File: config.mk
export PLATFORM = sky130hd
export DESIGN_NAME = button_conditioner
export DESIGN_NICKNAME = d
export VERILOG_FILES = /design/src/rtl/hood_pkg.sv /design/src/rtl/debounce_channel.sv /design/src/rtl/button_conditioner.sv
export SDC_FILE = /design/constraint.sdc
export NUM_CORES = 1
export LEC_CHECK = 0
export CORE_ASPECT_RATIO = 1.4
export CORE_MARGIN = 5
export CORE_UTILIZATION = 53
export DETAILED_ROUTE_END_ITERATION = 12
export DONT_BUFFER_PORTS = 1
export GPL_ROUTABILITY_DRIVEN = 0
export GPL_TIMING_DRIVEN = 1
export MAX_ROUTING_LAYER = met4
export PLACE_DENSITY_LB_ADDON = 0.05
export SYNTH_ARGS = -nofsm -noshare
export SYNTH_HDL_FRONTEND = slang
export SYNTH_SLANG_ARGS = --single-unit
File: constraint.sdc
create_clock -name clk -period 6.1 [get_ports clk]
set_clock_uncertainty 0.15 [all_clocks]
set_input_delay 1.22 -clock clk [delete_from_list [all_inputs] [get_ports clk]]
set_output_delay 1.22 -clock clk [all_outputs]
set_load 0.02 [all_outputs]
File: src/rtl/hood_pkg.sv
// hood_pkg: channel indices, debounce FSM state and default timing for the range-hood input stage
package hood_pkg;
    localparam int CH_MENU  = 0;
    localparam int CH_SPD1  = 1;
    localparam int CH_SPD2  = 2;
    localparam int CH_SPD3  = 3;
    localparam int CH_CLEAN = 4;
    localparam int NUM_CH   = 5;
    localparam int CLK_HZ                = 100_000_000;
    localparam int DEF_SYNC_STAGES       = 2;
    localparam int DEF_DEBOUNCE_CYCLES   = CLK_HZ / 100;
    localparam int DEF_LONG_PRESS_CYCLES = CLK_HZ * 3;
    typedef enum logic [1:0] {IDLE, PRESS_WAIT, PRESSED, RELEASE_WAIT} db_state_t;
endpackage

File: src/rtl/debounce_channel.sv
// debounce_channel: synchronise one raw key, debounce it into a stable level and emit a one-cycle rise pulse
module debounce_channel
    import hood_pkg::*;
#(
    parameter int SYNC_STAGES     = DEF_SYNC_STAGES,
    parameter int DEBOUNCE_CYCLES = DEF_DEBOUNCE_CYCLES
) (
    input  logic clk,
    input  logic reset,
    input  logic raw,
    output logic stable,
    output logic rise
);
    localparam int CW = $clog2(DEBOUNCE_CYCLES + 1);
    localparam logic [CW-1:0] LAST = CW'(DEBOUNCE_CYCLES - 1);
    logic [SYNC_STAGES-1:0] sync_q;
    logic [CW-1:0] cnt;
    logic stable_d;
    logic sync;
    db_state_t state;
    assign sync = sync_q[SYNC_STAGES-1];
    always_ff @(posedge clk or posedge reset) begin
        if (reset) begin
            sync_q   <= '0;
            cnt      <= '0;
            state    <= IDLE;
            stable   <= 1'b0;
            stable_d <= 1'b0;
            rise     <= 1'b0;
        end else begin
            sync_q   <= {sync_q[SYNC_STAGES-2:0], raw};
            stable_d <= stable;
            rise     <= stable & ~stable_d;
            case (state)
                IDLE: if (sync) begin
                    state <= PRESS_WAIT;
                    cnt   <= CW'(1);
                end
                PRESS_WAIT: if (!sync) begin
                    state <= IDLE;
                    cnt   <= '0;
                end else if (cnt == LAST) begin
                    state  <= PRESSED;
                    stable <= 1'b1;
                    cnt    <= '0;
                end else cnt <= cnt + 1'b1;
                PRESSED: if (!sync) begin
                    state <= RELEASE_WAIT;
                    cnt   <= CW'(1);
                end
                RELEASE_WAIT: if (sync) begin
                    state <= PRESSED;
                    cnt   <= '0;
                end else if (cnt == LAST) begin
                    state  <= IDLE;
                    stable <= 1'b0;
                    cnt    <= '0;
                end else cnt <= cnt + 1'b1;
                default: state <= IDLE;
            endcase
        end
    end
endmodule

File: src/rtl/button_conditioner.sv
// button_conditioner: debounced press pulses, one-hot speed code and menu long-press for the hood keys
module button_conditioner
    import hood_pkg::*;
#(
    parameter int SYNC_STAGES       = DEF_SYNC_STAGES,
    parameter int DEBOUNCE_CYCLES   = DEF_DEBOUNCE_CYCLES,
    parameter int LONG_PRESS_CYCLES = DEF_LONG_PRESS_CYCLES
) (
    input  logic       clk,
    input  logic       reset,
    input  logic       menu_raw,
    input  logic [2:0] speed_raw,
    input  logic       clean_raw,
    output logic       menu_pulse,
    output logic       menu_long,
    output logic [2:0] speed_btn,
    output logic       speed_conflict,
    output logic       clean_pulse,
    output logic [4:0] btn_level
);
    localparam int HW = $clog2(LONG_PRESS_CYCLES + 1);
    localparam logic [HW-1:0] HOLD_FIRE = HW'(LONG_PRESS_CYCLES - 1);
    localparam logic [HW-1:0] HOLD_SAT  = HW'(LONG_PRESS_CYCLES);
    logic [NUM_CH-1:0] raw;
    logic [NUM_CH-1:0] rise;
    logic [2:0] spd_rise;
    logic spd_multi;
    logic [HW-1:0] hold_cnt;
    assign raw = {clean_raw, speed_raw, menu_raw};
    for (genvar i = 0; i < NUM_CH; i++) begin : g_ch
        debounce_channel #(
            .SYNC_STAGES(SYNC_STAGES),
            .DEBOUNCE_CYCLES(DEBOUNCE_CYCLES)
        ) u_ch (
            .clk(clk),
            .reset(reset),
            .raw(raw[i]),
            .stable(btn_level[i]),
            .rise(rise[i])
        );
    end
    // rise bits are already registered, so the merge stays in the pulse stage
    assign spd_rise       = rise[CH_SPD3:CH_SPD1];
    assign spd_multi      = (spd_rise & (spd_rise - 3'd1)) != 3'd0;
    assign speed_btn      = spd_multi ? 3'b000 : spd_rise;
    assign speed_conflict = spd_multi;
    assign menu_pulse     = rise[CH_MENU];
    assign clean_pulse    = rise[CH_CLEAN];
    // saturating one past the fire value keeps menu_long from re-firing until release
    always_ff @(posedge clk or posedge reset) begin
        if (reset) begin
            hold_cnt  <= '0;
            menu_long <= 1'b0;
        end else begin
            menu_long <= btn_level[CH_MENU] && hold_cnt == HOLD_FIRE;
            hold_cnt  <= !btn_level[CH_MENU] ? '0 : hold_cnt == HOLD_SAT ? hold_cnt : hold_cnt + 1'b1;
        end
    end
endmodule
==> flow_summary.yaml <==
drt:
  wl_met1_mm: 7.428
  drc_errors: 0
  ant_nets: 0
  route.met2.wl_mm: 8.559
  dr.pass1.iters: 4
  wl_per_cell_um: 15.83
  top_layer_used: "met4"
  detail_route.vias_per_cell: 6.121
  wirelength_mm: 16.92
  routed-wl-met3_um: 633
  vias: 6543
  initialDrtViolationCount: 452
synth:
  yosys.cell_count.top_type: "dfrtp_1"
  synthFlopType: "dfrtp_1"
  synthDistinctLibCells: 66
  synth_area_leaders: "dfrtp_1 49%, a31oi_1 4.3%, nand2_1 4.3%"
  syn_inst: 875
  syn_area_per_cell_um2: 9.671
  synth-async-reset-ratio: 1.000
  synth_top_cell_by_area: "dfrtp_1"
  synth_common_cells: "165 x dfrtp_1, 96 x nand2_1, 58 x a31oi_1"
  ys_seq_area_frac: 0.4879
  synth_top_area_share: 0.4879
  yosys_warnings: 0
  synth_edf_count: 0
  synth_nets: 889
  synth_area_um2: 8462
  ys_ff_latch: 165
grt:
  gr-total-overflow: 0
  antenna_found_initial: 0
  grt_pass1_wl_mm: 28.88
  groute.usage.overall: 0.1940
  grt_pass1_vias: 6115
  grt_max_degree: 114
sta:
  maxSlewViolCount: 0
  rsz0062_at_grt: "no"
  setup_viol: 0
  relSlewSlack: 0.1532
  fin_setup_tns_ps: 0
  fmax_ghz: 0.3446
  period_minus_slack_ps: 2902
  tightest_slew_ps: 1270
  fin_crit_sh: 0.4757
  hold_viol_final: 0
critical_path:
  r2r_cells: 6
  cp-end-kind: "flop"
  crit_type: "reg -> reg"
  timing.critical_path.fanout_max: 33
  startpoint_type: "flop"
  worstPathRequired_ps: 6300
  reg2reg_slack_ps: 3200
  cp.arrival_ps: 3100
pwr:
  peakVddDrop_v: 0.0002071
  power.density_nw_per_um2: 298.4
  leakage_nw: 3.849
clock_tree:
  cts.reportedPaths.clkPinSlew_ps: 70
  clk_latency_ps: 430
  h-tree-depth: 4
  postCtsSetupRepairBufs: 0
  cts.sinks: 165
  cts_hold_buffers: 0
  cts-root-buf: "clkbuf_16"
  numCtsBuffers: 17
  cts.path.max_buffers: 2
  cts_tree: "yes"
  cts_resized: 0
final_layout:
  antenna_cells: 0
  area_delta_synth_final_pct: 8.813
  fin_nets: 874
  finish.utilization: 0.5874
  drive_gt1_frac: 0.07675
floorplanning:
  die-height_um: 159.5
  rows: 54
  start_util: 0.5398
  num_io_pins: 19
  die_area_um2: 18630
  fp.coreArea_um2: 15680
  die_w_um: 116.8
hold_path:
  hold_depth: 0
  hp-class: "reg -> reg"
placed_design:
  hpwl_mm: 11.27
  portBuffers: 0
outcome:
  status: "completed"
run:
  cap_violations: 0
final cells by class:
cell class                 count  area, um^2
fill                        1333        6467
sequential                   165        4129
multi-input combinational    651        4081
clock buffer                  21       470.5
tap                          196       245.2
clock inverter                11       171.4
inverter                      22       87.58
timing repair buffer           3       22.52
cell usage in the layout, fill, tap and decap left out, types with 22 or more instances in the layout:
master / netlist / routed
nor2_1: 48 / 48
xnor2_1: 30 / 30
a21oi_1: 44 / 41
nand4_1: 37 / 37
nand3_1: 56 / 56
a31oi_1: 58 / 58
a22o_1: 22 / 22
and2_1: 32 / 32
nand2_1: 96 / 96
o21ai_0: 39 / 39
dfrtp_1: 165 / 165
sequential cells by signal, indices dropped and copies added (netlist names), named ones only:
register and flops:
g_ch.u_ch.stable 5, g_ch.u_ch.state 5, g_ch.u_ch.stable_d 5, g_ch.u_ch.rise 5, menu_long 1, hold_cnt 29
g_ch.u_ch.sync_q 10, g_ch.u_ch.cnt 100
through the flow:
stage	total power [mW]	hold slack, ps	setup WS [ps]	std cells	cell area [um^2]
after CTS	2.775	199.8	3181	1069	9208
after global placement	1.601	183.4	3266	1037	8566
after detailed placement	1.613	184.7	3193	1037	8566
after floorplan	1.536	181.2	268.3	875	8462
final	2.747	198.7	3198	1069	9208
after global routing	2.878	209.0	2932	1069	9208
path summary, 6_finish.rpt:
kind | to | start
min in group asynchronous | g_ch[0].u_ch.rise | reset
worst min register to register | g_ch[1].u_ch.sync_q[1] | g_ch[1].u_ch.sync_q[0]
max in group asynchronous | g_ch[0].u_ch.cnt[11] | reset
worst max register to register | g_ch[0].u_ch.cnt[5] | g_ch[0].u_ch.cnt[0]
worst min-delay path | g_ch[1].u_ch.sync_q[1] | g_ch[1].u_ch.sync_q[0]
worst max-delay path | g_ch[0].u_ch.cnt[5] | g_ch[0].u_ch.cnt[0]
per-layer routing:
layer / vias to the layer above / track usage
li1: 3202 / -
met1: 3200 / 0.2382
met2: 117 / 0.3107
met3: 24 / 0.04639
met4: 0 / 0.06834
met5: - / -
kinds of logic after synthesis:
family,share of synthesized area
AND/OR/NAND/NOR,0.2508
AO/OA/AOI/OAI,0.1578
buffers and inverters,0.03105
multiplexers,0.01538
flip-flops,0.4879
XOR/XNOR,0.04554
adder cells (fa/ha/maj),0.01153
worst max-delay path: stages (launching register included):
cell	delay, ps
dfrtp_1	420
ha_1	250
and4_1	270
and4_1	250
a21oi_2	1000
o21ai_0	240
a31oi_1	240
where the power goes:
group	total [mW]	internal (mW)	switching [mW]
combinational	0.377	0.127	0.249
clock	1.15	0.720	0.435
sequential	1.22	1.15	0.0684
No activity file was read; power rests on OpenSTA's default activity.
